**src/rtl/alu_pkg.sv**
```systemverilog
// Shared definitions for the ALU execution controller: opcodes, flag bit
// positions, controller state encoding and the opcode legality check.
package alu_pkg;

    localparam int DW = 16;
    localparam int FW = 6;

    localparam logic [4:0] OP_INC = 5'b00001;
    localparam logic [4:0] OP_DEC = 5'b00011;
    localparam logic [4:0] OP_ADD = 5'b00100;
    localparam logic [4:0] OP_ADC = 5'b00101;
    localparam logic [4:0] OP_SUB = 5'b00110;
    localparam logic [4:0] OP_SBB = 5'b00111;
    localparam logic [4:0] OP_AND = 5'b01000;
    localparam logic [4:0] OP_OR  = 5'b01001;
    localparam logic [4:0] OP_XOR = 5'b01010;
    localparam logic [4:0] OP_NOT = 5'b01011;
    localparam logic [4:0] OP_SHL = 5'b10000;
    localparam logic [4:0] OP_SHR = 5'b10001;
    localparam logic [4:0] OP_SAL = 5'b10010;
    localparam logic [4:0] OP_SAR = 5'b10011;
    localparam logic [4:0] OP_ROL = 5'b10100;
    localparam logic [4:0] OP_ROR = 5'b10101;
    localparam logic [4:0] OP_RCL = 5'b10110;
    localparam logic [4:0] OP_RCR = 5'b10111;

    localparam int FLAG_C  = 5;
    localparam int FLAG_Z  = 4;
    localparam int FLAG_N  = 3;
    localparam int FLAG_V  = 2;
    localparam int FLAG_P  = 1;
    localparam int FLAG_AC = 0;

    typedef enum logic [1:0] {
        ST_IDLE,
        ST_READ,
        ST_EXEC,
        ST_WB
    } state_e;

    function automatic logic is_legal_op(input logic [4:0] op);
        return op inside {OP_INC, OP_DEC, [OP_ADD:OP_SBB], [OP_AND:OP_NOT], [OP_SHL:OP_RCR]};
    endfunction

endpackage

```
**src/rtl/alu_regfile.sv**
```systemverilog
// NREG x 16-bit register file: three asynchronous read ports (A, B, debug)
// and one synchronous write port.
module alu_regfile
    import alu_pkg::*;
#(
    parameter int NREG = 8
) (
    input  logic                    clk,
    input  logic                    rst,
    input  logic [$clog2(NREG)-1:0] ra_addr,
    output logic [DW-1:0]           ra_data,
    input  logic [$clog2(NREG)-1:0] rb_addr,
    output logic [DW-1:0]           rb_data,
    input  logic [$clog2(NREG)-1:0] rd_addr,
    output logic [DW-1:0]           rd_data,
    input  logic                    we,
    input  logic [$clog2(NREG)-1:0] wa,
    input  logic [DW-1:0]           wd
);

    logic [DW-1:0] mem_q [NREG];

    // NOTE: the array is reset because software relies on registers reading 0
    // after reset; this forces flops rather than a RAM macro, which is fine at 8 entries.
    always_ff @(posedge clk or posedge rst) begin
        if (rst) begin
            for (int i = 0; i < NREG; i++) begin
                mem_q[i] <= '0;
            end
        end else if (we) begin
            mem_q[wa] <= wd;
        end
    end

    assign ra_data = mem_q[ra_addr];
    assign rb_data = mem_q[rb_addr];
    assign rd_data = mem_q[rd_addr];

endmodule

```
**src/rtl/alu_exec_ctrl.sv**
```systemverilog
// Sequences one register-based ALU instruction at a time through
// IDLE -> READ -> EXEC -> WB, owning the register file and the flags register.
module alu_exec_ctrl
    import alu_pkg::*;
#(
    parameter int NREG = 8
) (
    input  logic                    clk,
    input  logic                    rst,
    input  logic                    instr_valid,
    output logic                    instr_ready,
    input  logic [4:0]              instr_op,
    input  logic [$clog2(NREG)-1:0] instr_dst,
    input  logic [$clog2(NREG)-1:0] instr_src,
    input  logic                    instr_imm_en,
    input  logic [DW-1:0]           instr_imm,
    output logic [DW-1:0]           alu_a,
    output logic [DW-1:0]           alu_b,
    output logic [4:0]              alu_f,
    output logic                    alu_cin,
    input  logic [DW-1:0]           alu_result,
    input  logic [FW-1:0]           alu_status,
    output logic                    done,
    output logic                    err,
    output logic [FW-1:0]           flags,
    input  logic [$clog2(NREG)-1:0] dbg_addr,
    output logic [DW-1:0]           dbg_data
);

    localparam int AW = $clog2(NREG);

    state_e          state_q,  state_d;
    logic [4:0]      op_q,     op_d;
    logic [AW-1:0]   dst_q,    dst_d;
    logic [AW-1:0]   src_q,    src_d;
    logic            imm_en_q, imm_en_d;
    logic [DW-1:0]   imm_q,    imm_d;
    logic [DW-1:0]   alu_a_q,  alu_a_d;
    logic [DW-1:0]   alu_b_q,  alu_b_d;
    logic [4:0]      alu_f_q,  alu_f_d;
    logic [DW-1:0]   result_q, result_d;
    logic [FW-1:0]   status_q, status_d;
    logic [FW-1:0]   flags_q,  flags_d;
    logic            done_q,   done_d;
    logic            err_q,    err_d;

    logic [DW-1:0]   rf_a;
    logic [DW-1:0]   rf_b;
    logic            wr_en;

    // Writeback happens on the edge that leaves WB; an illegal op is flagged by err_q.
    assign wr_en = (state_q == ST_WB) && !err_q;

    alu_regfile #(.NREG(NREG)) u_regfile (
        .clk     (clk),
        .rst     (rst),
        .ra_addr (dst_q),
        .ra_data (rf_a),
        .rb_addr (src_q),
        .rb_data (rf_b),
        .rd_addr (dbg_addr),
        .rd_data (dbg_data),
        .we      (wr_en),
        .wa      (dst_q),
        .wd      (result_q)
    );

    // NOTE: every signal gets a default before the case so no path leaves one
    // unassigned, which would otherwise infer a latch.
    always_comb begin
        state_d  = state_q;
        op_d     = op_q;
        dst_d    = dst_q;
        src_d    = src_q;
        imm_en_d = imm_en_q;
        imm_d    = imm_q;
        alu_a_d  = alu_a_q;
        alu_b_d  = alu_b_q;
        alu_f_d  = alu_f_q;
        result_d = result_q;
        status_d = status_q;
        flags_d  = flags_q;
        done_d   = 1'b0;
        err_d    = 1'b0;
        unique case (state_q)
            ST_IDLE: begin
                if (instr_valid) begin
                    op_d     = instr_op;
                    dst_d    = instr_dst;
                    src_d    = instr_src;
                    imm_en_d = instr_imm_en;
                    imm_d    = instr_imm;
                    state_d  = ST_READ;
                end
            end
            ST_READ: begin
                alu_a_d = rf_a;
                alu_b_d = imm_en_q ? imm_q : rf_b;
                alu_f_d = op_q;
                state_d = ST_EXEC;
            end
            ST_EXEC: begin
                result_d = alu_result;
                status_d = alu_status;
                done_d   = 1'b1;
                err_d    = !is_legal_op(op_q);
                state_d  = ST_WB;
            end
            ST_WB: begin
                if (!err_q) begin
                    flags_d = status_q;
                end
                state_d = ST_IDLE;
            end
            default: state_d = ST_IDLE;
        endcase
    end

    // NOTE: state registers use non-blocking assignments so every flop samples
    // the pre-edge values, independent of statement order.
    always_ff @(posedge clk or posedge rst) begin
        if (rst) begin
            state_q  <= ST_IDLE;
            op_q     <= '0;
            dst_q    <= '0;
            src_q    <= '0;
            imm_en_q <= 1'b0;
            imm_q    <= '0;
            alu_a_q  <= '0;
            alu_b_q  <= '0;
            alu_f_q  <= '0;
            result_q <= '0;
            status_q <= '0;
            flags_q  <= '0;
            done_q   <= 1'b0;
            err_q    <= 1'b0;
        end else begin
            state_q  <= state_d;
            op_q     <= op_d;
            dst_q    <= dst_d;
            src_q    <= src_d;
            imm_en_q <= imm_en_d;
            imm_q    <= imm_d;
            alu_a_q  <= alu_a_d;
            alu_b_q  <= alu_b_d;
            alu_f_q  <= alu_f_d;
            result_q <= result_d;
            status_q <= status_d;
            flags_q  <= flags_d;
            done_q   <= done_d;
            err_q    <= err_d;
        end
    end

    assign instr_ready = (state_q == ST_IDLE);
    assign alu_a       = alu_a_q;
    assign alu_b       = alu_b_q;
    assign alu_f       = alu_f_q;
    assign alu_cin     = flags_q[FLAG_C];
    assign done        = done_q;
    assign err         = err_q;
    assign flags       = flags_q;

endmodule

```
**config.mk**
```make
export PLATFORM = sky130hd
export DESIGN_NAME = alu_exec_ctrl
export DESIGN_NICKNAME = d
export VERILOG_FILES = /design/src/rtl/alu_pkg.sv /design/src/rtl/alu_regfile.sv /design/src/rtl/alu_exec_ctrl.sv
export SDC_FILE = /design/constraint.sdc
export NUM_CORES = 1
export LEC_CHECK = 0
export BUFFER_PORTS_ARGS = -buffer_cell sky130_fd_sc_hd__buf_4
export CAP_MARGIN = 20
export CORE_UTILIZATION = 30
export DETAILED_ROUTE_END_ITERATION = 8
export SYNTH_ARGS = -nofsm -noshare
export SYNTH_HDL_FRONTEND = slang
export SYNTH_SLANG_ARGS = --single-unit
```
**constraint.sdc**
```tcl
create_clock -name clk -period 10.9 [get_ports clk]
set_input_delay 2.725 -clock clk [delete_from_list [all_inputs] [get_ports clk]]
set_output_delay 2.725 -clock clk [all_outputs]
set_load 0.05 [all_outputs]
```
# [Word level (Yosys, flattened, before mapping)]
# Index checks and enable logic that the tools add are counted.
[classes] magnitude_cmp=10 n_bitwise=4 n_shift=0 n_div=0 multipliers=0 n_reduce_logical=11 n_addsub=0 n_mux=17 eq_ne=6
[op_table] op="binary-select mux 16 bit (select 3 bit)" n=3
[op_table] op="bitwise mux 128 bit" n=1
[op_table] op="2-to-1 mux 16 bit" n=8
[op_table] op="demux 16 bit (select 3 bit)" n=1
[op_table] op="greater-or-equal comparator 4 bit, second input constant" n=3
[op_table] op="inverter 3 -> 4 bit" n=3
[op_table] op="one-hot mux 2 bit (4 select lines)" n=1
[op_table] op="== test 5 x 1 -> 1 bit, second input constant" n=1
[op_table] op="== test 5 x 2 -> 1 bit, second input constant" n=1
[op_table] op="greater-or-equal comparator 5 x 3 -> 1 bit, second input constant" n=1
[op_table] op="greater-or-equal comparator 5 x 4 -> 1 bit, second input constant" n=1
[op_table] op="greater-or-equal comparator 5 bit, second input constant" n=1
[op_table] op="<= comparator 5 x 3 -> 1 bit, second input constant" n=1
[op_table] op="<= comparator 5 x 4 -> 1 bit, second input constant" n=1
[op_table] op="<= comparator 5 bit, second input constant" n=1
[op_table] op="logical AND 1 bit" n=5
[op_table] op="nonzero test 5 bit" n=1
[op_table] op="== test 2 bit, second input constant" n=2
[op_table] op="less-than comparator 4 x 1 -> 1 bit, second input constant" n=1
[op_table] op="AND reduction 2 bit" n=2
[op_table] op="== test 2 x 1 -> 1 bit, second input constant" n=1
[op_table] op="zero test 1 bit" n=2
[op_table] op="zero test 2 bit" n=1
[op_table] op="2-to-1 mux 1 bit" n=2
[op_table] op="3 further kinds" n=3
[word_totals] latch_bits=0 ramBits=0 rom_bits=0 n_memories=0 register_bits=225

# [Depth between registers and ports, before layout]
# Gate-level depths: netlist of the first run.
[depth] depth_word=6 ltp_mapped=8

# [Modules after synthesis]
# A second synthesis of the first run with hierarchy kept.
[hier_totals] hier_cells=708 hier_area_um2=12155.4
[modules_own_cells] module="alu_regfile" area_per_inst_um2=8262.9 cells_each=454 seq_area_each_um2=3203.1 n_inst=1
[modules_own_cells] module="alu_exec_ctrl" area_per_inst_um2=3892.5 cells_each=254 seq_area_each_um2=2427.3 n_inst=1

# [Worst setup path before layout of the first run]
# No wires, ideal clock.
[synth_path] kind="in2out" startpoint="input dbg_addr[0]" endpoint="output dbg_data[0]" t_arrival_ns=4.068 path_buffers=2 setup_slack_ns=4.107 cell_stages=4 path_cell_list="buf_2 > buf_2 > mux4_2 > mux2_2"
[synth_between] elab_chain_cells=4
[synth_rtl] element="from (decl)" line_no="alu_exec_ctrl.sv:26" source="input logic [$clog2(NREG)-1:0] dbg_addr,"
[synth_rtl] element="inverter 3 -> 4 bit (implied by the code)" line_no="alu_regfile.sv:37" source="assign rd_data = mem_q[rd_addr];"
[synth_rtl] element="binary-select mux 16 bit (select 3 bit)" line_no="alu_regfile.sv:37"
[synth_rtl] element="2-to-1 mux 16 bit (implied by the code) (2 in a row)" line_no="alu_regfile.sv:37"
[synth_rtl] element="to (decl)" line_no="alu_exec_ctrl.sv:27" source="output logic [DW-1:0] dbg_data"
# Every way passes these cells. The select of a mux whose other input is x is not followed.

# [Worst setup path in the final report of the first run]
[layout_path] startpoint="input dbg_addr[0]" endpoint="output dbg_data[13]"
# Same word-level chain as after synthesis.

==> PnR_summary.wiki, run 1 <==
{| class="wikitable"
! Metric !! Value
|-
| Largest clock skew in the final design || 21.4 ps
|-
| Number of resized instances in the post-cts repair step || 0
|-
| Insertion delay of the later-clocked pin in the worst-skew pair || 550 ps
|-
| End of the worst register-to-register path || u_regfile.mem_q[48]$_DFFE_PP0P_
|-
| Req. time, crit path || 8180 ps
|-
| Maximum clock frequency || 0.141 GHz
|-
| FP Rows || 71
|-
| Share of the yosys chip area belonging to registers || 49.1%
|-
| Area of the core region || 37700 um2
|-
| Mean number of vias per cell || 5.23
|-
| Number of max-cap violations || 0
|-
| Critical path endpoint category || primary output
|-
| Unique cell type count in the Yosys netlist || 49
|-
| Yosys reg bits || 225
|-
| Post-Synthesis Cell Area || 11500 um2
|-
| Via total after detailed routing || 7680
|-
| Relative slew slack || 30.9%
|-
| Sequential power share || 34.3%
|-
| Post-cts hold buffer count || 0
|-
| Routed length per placed instance || 22.8 um
|-
| Library cell with the largest summed area after synthesis || dfrtp_1
|-
| Post-Syn Area per Cell || 13.7 um2
|-
| Number of failing hold endpoints at the final stage || 0
|-
| Kind of cell adding the most delay to the critical path || multiplexers
|-
| CTS Root Cell || clkbuf_16
|-
| Sinks on Clock Net || 225
|-
| Post-synthesis instance total || 837
|-
| DRC violation count after routing || 0
|-
| Final setup fails || 0
|-
| Most used DFF post-synth || dfrtp_1
|-
| Global-route wire length before repair || 50500 um
|-
| Setup Crit Path Kind || input port to primary output
|-
| Class of the worst hold path || flop to flop
|-
| DRT iter0 DRCs || 471
|-
| Die Span X || 197 um
|-
| Worst min-delay path endpoint || flags[3]$_DFFE_PP0P_
|-
| Time the worst path needs with I/O delays and setup || 7120 ps
|-
| Pre-Repair DR Iteration Count || 5
|-
| Register area || 5630 um2
|-
| Ys async rst share || 100%
|-
| Total Neg Setup Slack || 0 ps
|-
| Slowest Stage Delay on Critical Path || 580 ps
|-
| Worst hold start || status_q[3]$_DFFE_PP0P_
|-
| NumNets Final || 996
|-
| Unrepaired setup endpoints after global routing || no
|-
| Number of slew-limit violations in the final report || 0
|-
| Switching pwr || 2.07 mW
|-
| Run status || complete, no violations
|-
| TritonCTS buffer count || 27
|-
| Count of antenna-violating nets left after detailed routing || 0
|-
| Clock share of power || 20.1%
|-
| Post-synth net total || 897
|-
| Area used by multi-input combinational logic || 5470 um2
|-
| Transition time at the pin with the least slew margin || 1040 ps
|-
| Buffer levels on the longest clock path || 3
|-
| EDFF count, synth || 0
|-
| Clk slew on worst S/H paths || 60 ps
|-
| P_int || 2.88 mW
|-
| Overall routed net length || 33400 um
|-
| Path depth of the worst reg2reg path || 4
|-
| Top-level I/O count || 119
|-
| Switching share of total power || 41.8%
|-
| Most repeated library cell on the critical path || buf_4
|-
| Critical path fanouts, max || 32
|-
| Vertical extent of the die || 197 um
|-
| Initial Util || 30.4%
|-
| Critical path, cell by cell || buf_4 -> mux4_2 -> mux2_2 -> buf_4
|-
| Part of the power in combinational logic || 45.6%
|-
| Total GRT Usage || 17.2%
|-
| Hold-critical path depth || 2
|-
| Global placer's final weighted congestion || 0.809
|-
| Maximum vdd ir drop || 0.000120 V
|-
| Total Power Consumption || 4.96 mW
|-
| Arrival time at the worst endpoint || 4390 ps
|-
| Reg2Reg Setup Slack || 7680 ps
|-
| Placed wire-length estimate after detailed placement || 21300 um
|-
| Synth-to-Final Area Change || 20.4%
|-
| Congestion Overflow GR || 0
|-
| Fraction of final layout cells with drive strength greater than 1 || 46.6%
|-
| Initial antenna violation count || 0
|-
| CTS tree || built
|-
| Vias in the first global route || 7742
|-
| Cell types occupying the most area after synthesis || dfrtp_1 (49%), mux2_2 (18%), mux4_2 (13%), mux2i_1 (3.2%), mux2_1 (2.1%)
|-
| Critical-path top delay cell || mux4_2
|-
| PortBufs || 118
|-
| Depth of the CTS H-tree || 1
|-
| Largest net degree at the start of global routing || 97
|-
| Nature of the critical path startpoint || input port
|-
| Buf/Inv on CP || 2
|-
| Total setup buffers inserted after CTS || 0
|-
| Ratio of total power to cell area || 359 nW/um2
|-
| Fraction of synthesized cell area taken by the top area cell type || 49.1%
|-
| Number of filler cells placed in the layout || 3686
|-
| Die area || 39000 um2
|-
| Number of warning messages in the yosys log || 0
|-
| Startpoint of the worst register-to-register path || dst_q[0]$_DFFE_PP0P_
|-
| Post-route clock period utilization || 65.3%
|-
| Leakage power of the design || 5.93 nW
|}
==> power groups by stage <==
stage / Combinational, mW / Clock [mW] / Sequential (mW)
3_5_place_dp: 2.27 / 0 / 1.71
6_report: 2.26 / 0.994 / 1.70
4_1_cts: 2.27 / 1.02 / 1.69
3_3_place_gp: 2.24 / 0 / 1.69
2_1_floorplan: 1.47 / 0 / 1.80
5_1_grt: 2.41 / 1.05 / 1.76
==> stage by stage <==
step | instances | instance area, um2 | hold WS (ps) | worst slack (ps) | util [%]
2_1_floorplan | 837 | 11500 | 435 | 2010 | -
3_3_place_gp | 1417 | 12800 | 443 | 3790 | 34.0
3_5_place_dp | 1417 | 12800 | 458 | 3760 | 34.0
4_1_cts | 1467 | 13800 | 467 | 3750 | 36.6
5_1_grt | 1468 | 13800 | 504 | 3700 | 36.6
6_report | 1469 | 13800 | 462 | 3780 | 36.6
==> layout by cell type, fill, tap and decap left out, types with 3 or more instances in the layout <==
| cell | netlist | layout |
|---|---|---|
| dfrtp_1 | 225 | 222 |
| mux2_2 | 183 | 183 |
| buf_4 | 10 | 136 |
| mux4_2 | 64 | 64 |
| nand2_1 | 49 | 49 |
| mux2i_1 | 37 | 37 |
| a21oi_1 | 28 | 28 |
| clkbuf_16 | 0 | 27 |
| nor2_1 | 24 | 24 |
| mux2_1 | 21 | 21 |
| o21ai_0 | 20 | 20 |
| a22oi_1 | 16 | 16 |
| a31oi_1 | 14 | 14 |
| o22ai_1 | 13 | 13 |
| a221oi_1 | 9 | 9 |
| nand3_1 | 9 | 9 |
| clkbuf_8 | 0 | 7 |
| inv_1 | 7 | 6 |
| and3_1 | 5 | 5 |
| bufinv_16 | 0 | 5 |
| clkinv_2 | 0 | 5 |
| nor2b_1 | 4 | 4 |
| o2bb2ai_1 | 3 | 3 |
| ha_1 | 4 | 3 |
| dfrtp_2 | 0 | 3 |
==> metal layers <==
| metal | wire [um] | vias up | part of all wire, % | GRT usage, % |
|---|---|---|---|---|
| li1 | - | 3371 | - | - |
| met1 | 15600 | 3993 | 47 | 25.5 |
| met2 | 14900 | 278 | 45 | 25.8 |
| met3 | 2250 | 38 | 6.7 | 2.66 |
| met4 | 652 | 0 | 2.0 | 4.77 |
| met5 | 0 | - | 0 | 0 |
==> how the worst max path moves through the flow <==
| stage | startpoint | endpoint | slack [ps] | cells after the start |
|---|---|---|---|---|
| after floorplan | rst | alu_a[0]$_DFFE_PP0N_ | 2010 | 1 |
| after global placement | dbg_addr[0] | dbg_data[9] | 3790 | 4 |
| after detailed placement | dbg_addr[0] | dbg_data[9] | 3760 | 4 |
| after CTS | dbg_addr[0] | dbg_data[9] | 3750 | 4 |
| after global routing | dbg_addr[0] | dbg_data[13] | 3700 | 4 |
| final | dbg_addr[0] | dbg_data[13] | 3780 | 4 |
==> registers in the layout, summed over array words and instances (netlist names) <==
name / cells
u_regfile.mem_q: 128
alu_a: 16
alu_b: 16
imm_q: 16
result_q: 16
flags: 6
status_q: 6
alu_f: 5
op_q: 5
dst_q: 3
src_q: 3
state_q: 2
done: 1
err: 1
imm_en_q: 1
==> logic make-up after synthesis <==
logic type / count (synthesis) / share of synthesized area (%)
AOI/OAI and AO/OA: 117 / 6.53
DFF: 225 / 49.1
buffers and inverters: 74 / 3.16
muxes: 305 / 35.8
adders and majority gates: 4 / 0.437
and+or+nand+nor: 112 / 4.92
==> synthesized netlist by cell type (2+ instances only) <==
master,instances
dfrtp_1,225
mux2_2,183
mux4_2,64
nand2_1,49
mux2i_1,37
a21oi_1,28
buf_2,26
clkbuf_1,25
nor2_1,24
mux2_1,21
o21ai_0,20
a22oi_1,16
a31oi_1,14
o22ai_1,13
buf_4,10
a221oi_1,9
nand3_1,9
inv_1,7
and3_1,5
ha_1,4
nor2b_1,4
buf_1,3
o2bb2ai_1,3
a211o_1,2
a21o_1,2
a22o_1,2
buf_6,2
nand2b_1,2
nand3b_1,2
nor2b_2,2
nor3_4,2
nor3b_1,2
o211ai_1,2
o22a_1,2
or2_0,2
==> worst reg2reg max path: stages (launching register included) <==
cell	delay [ps]
dfrtp_1	640
buf_4	380
inv_1	570
nand4_2	890
mux2_1	610
==> area by class of cell <==
| class | count | area share, % |
|---|---|---|
| antenna | 1 | 0.0181 |
| clock buffer | 35 | 5.62 |
| clock inverter | 15 | 1.59 |
| inverter | 8 | 0.272 |
| multi-input combinational | 538 | 39.7 |
| sequential | 225 | 40.8 |
| tap | 511 | 4.63 |
| timing repair buffer | 136 | 7.40 |
Power figures use the tool's default switching activity.
==> inputs of run 2 (changes only) <==
- clock period: 10.9 -> 6.37 ns (I/O delays scaled with it)
==> PnR_summary.wiki, run 2 (same netlist as run 1, synthesis figures left out) <==
{| class="wikitable"
! Metric !! Value
|-
| Most repeated library cell on the critical path || buf_4
|-
| Number of filler cells placed in the layout || 3645 (-1.1%)
|-
| Req. time, crit path || 4780 ps (-3400 ps)
|-
| Final hold slack || 466 ps (+3.76 ps)
|-
| Sinks on Clock Net || 225 (unchanged)
|-
| Critical path fanouts, max || 32 (unchanged)
|-
| CTS tree || built
|-
| Die Span X || 197 um (unchanged)
|-
| Time the worst path needs with I/O delays and setup || 4840 ps
|-
| Number of resized instances in the post-cts repair step || 0 (unchanged)
|-
| Depth of the CTS H-tree || 1 (unchanged)
|-
| Nature of the critical path startpoint || input port
|-
| Fraction of final layout cells with drive strength greater than 1 || 46.1% (-0.48 points)
|-
| Number of max-cap violations || 0 (unchanged)
|-
| Buf/Inv on CP || 2 (unchanged)
|-
| FP Rows || 71 (unchanged)
|-
| Initial antenna violation count || 0 (unchanged)
|-
| Critical path endpoint category || primary output
|-
| TritonCTS buffer count || 26 (-3.7%)
|-
| Relative slew slack || 32.7% (+1.8 points)
|-
| Synth-to-Final Area Change || 19.9%
|-
| Arrival time at the worst endpoint || 3250 ps (-1140 ps)
|-
| Total Neg Setup Slack || 0 ps (unchanged)
|-
| Ratio of total power to cell area || 608 nW/um2 (+69%)
|-
| Congestion Overflow GR || 0 (unchanged)
|-
| DRC violation count after routing || 0 (unchanged)
|-
| Slowest Stage Delay on Critical Path || 600 ps (+20 ps)
|-
| Antenna cells || 0 (-1)
|-
| Pre-Repair DR Iteration Count || 5 (unchanged)
|-
| Number of failing hold endpoints at the final stage || 0 (unchanged)
|-
| Kind of cell adding the most delay to the critical path || multiplexers
|-
| Maximum clock frequency || 0.207 GHz
|-
| Unrepaired setup endpoints after global routing || no
|-
| Placed wire-length estimate after detailed placement || 21200 um (-0.40%)
|-
| Final setup fails || 0 (unchanged)
|-
| Area used by multi-input combinational logic || 5470 um2 (unchanged)
|-
| Buffer levels on the longest clock path || 3 (unchanged)
|-
| Mean number of vias per cell || 5.25 (+0.34%)
|-
| Vertical extent of the die || 197 um (unchanged)
|-
| DRT iter0 DRCs || 440 (-6.6%)
|-
| Most common cell after layout, fill and taps aside || dfrtp_1
|-
| Register bank with the most flops || u_regfile.mem_q
|-
| Critical path, cell by cell || buf_4 -> mux4_2 -> mux2_2 -> buf_4
|-
| Total setup buffers inserted after CTS || 0 (unchanged)
|-
| Switching pwr || 3.50 mW (+69%)
|-
| Initial Util || 30.4% (unchanged)
|-
| Worst slack at placement || 1490 ps (-2270 ps)
|-
| Clock share of power || 19.1% (-1.0 points)
|-
| NumNets Final || 996 (unchanged)
|-
| Placed Cells || 1419 (+0.14%)
|-
| Top-level I/O count || 119 (unchanged)
|-
| Part of the power in combinational logic || 46.5% (+0.9 points)
|-
| Routed length per placed instance || 22.7 um (-0.38%)
|-
| Number of flip-flops under the largest register name || 128 (unchanged)
|-
| Transition time at the pin with the least slew margin || 1010 ps (-30.6 ps)
|-
| Global-route wire length before repair || 50800 um (+0.74%)
|-
| CTS Root Cell || clkbuf_16
|-
| Total GRT Usage || 17.4% (+0.18 points)
|-
| Reg2Reg Setup Slack || 3260 ps (-4420 ps)
|-
| Class of the worst hold path || flop to flop
|-
| Register area || 5630 um2 (unchanged)
|-
| Commonest non-fill, non-tap cells in the layout || dfrtp_1 (222), mux2_2 (183), buf_4 (135)
|-
| Via total after detailed routing || 7685 (+0.065%)
|-
| Switching share of total power || 41.9% (+0.044 points)
|-
| Leakage power of the design || 5.90 nW (-0.51%)
|-
| Number of slew-limit violations in the final report || 0 (unchanged)
|-
| Post-cts hold buffer count || 0 (unchanged)
|-
| Non-Filler Instances || 1465 (-0.27%)
|-
| P_int || 4.86 mW (+68%)
|-
| Insertion delay of the later-clocked pin in the worst-skew pair || 540 ps (about the same)
|-
| Clk slew on worst S/H paths || 60 ps (about the same)
|-
| Largest clock skew in the final design || 17.0 ps (-4.46 ps)
|-
| Maximum vdd ir drop || 0.000242 V (+100%)
|-
| PortBufs || 118 (unchanged)
|-
| Post-route clock period utilization || 76.0%
|-
| Worst setup slack after layout || 1530 ps (-2250 ps)
|-
| Total Power Consumption || 8.36 mW (+69%)
|-
| Global placer's final weighted congestion || 0.805 (-0.56%)
|-
| Overall routed net length || 33200 um (-0.66%)
|-
| Setup Crit Path Kind || input port to primary output
|-
| Sequential power share || 34.4% (about the same)
|-
| Die area || 39000 um2 (unchanged)
|-
| Count of antenna-violating nets left after detailed routing || 0 (unchanged)
|-
| Run status || complete, no violations
|-
| Largest net degree at the start of global routing || 108 (+11%)
|-
| Vias in the first global route || 7912 (+2.2%)
|-
| Critical-path top delay cell || mux4_2
|-
| Area of the core region || 37700 um2 (unchanged)
|}
-- run 2: changes by cell type in the layout (fill, tap and decap cells not counted), sizes merged --
cell	previous run	this run
buf	136	137
inv	11	8
bufinv	5	3
clkinvlp	2	1
clkbuf	35	39
diode	1	0
clkinv	5	3
-- run 2: power groups by stage --
stage / clock network (mW) / logic (mW) / registers (mW)
global placement: 0 / 3.85 / 2.88
finish: 1.60 / 3.89 / 2.88
global route: 1.69 / 4.17 / 2.99
detailed placement: 0 / 3.91 / 2.89
CTS: 1.63 / 3.93 / 2.87
floorplan: 0 / 2.51 / 3.08
-- run 2: cell type report --
class / instances / area share (%)
flip-flops and latches: 225 / 41.0
multi-input cells: 538 / 39.8
repair buffers: 137 / 7.60
clock buffers: 39 / 5.83
well taps: 511 / 4.65
clock inverters: 7 / 0.847
inverters: 8 / 0.246
-- run 2: per-layer routing --
layer	track usage, %	share of wire (%)	vias to the layer above	routed length [um]
met5	0	0	-	0
met1	24.0	45	3988	14900
met3	3.53	6.6	68	2210
met4	6.03	3.0	0	998
li1	-	-	3359	-
met2	26.9	45	270	15100
-- run 2: worst paths after layout --
| path | startpoint | end | depth (start not counted) |
|---|---|---|---|
| min in group asynchronous | rst | u_regfile.mem_q[111]$_DFFE_PP0P_ | 2 |
| max in group asynchronous | rst | dst_q[1]$_DFFE_PP0P_ | 3 |
| hold / removal | status_q[3]$_DFFE_PP0P_ | flags[3]$_DFFE_PP0P_ | 2 |
| setup reg to reg | dst_q[0]$_DFFE_PP0P_ | u_regfile.mem_q[48]$_DFFE_PP0P_ | 4 |
| hold reg to reg | status_q[3]$_DFFE_PP0P_ | flags[3]$_DFFE_PP0P_ | 2 |
| setup / recovery | dbg_addr[0] | dbg_data[15] | 4 |
-- run 2: worst register-to-register path: cells and delay by family, from the launching register on --
kind | cells | cell delay [ps]
DFF | 1 | 600
muxes | 1 | 590
buffers and inverters | 2 | 930
and+or+nand+nor | 1 | 860
-- run 2: through the flow --
stage	utilization [%]	instance area, um2
final	36.5	13700
after global routing	36.5	13700
after CTS	36.5	13700
after detailed placement	34.1	12800
after global placement	34.0	12800
after floorplan	-	11500
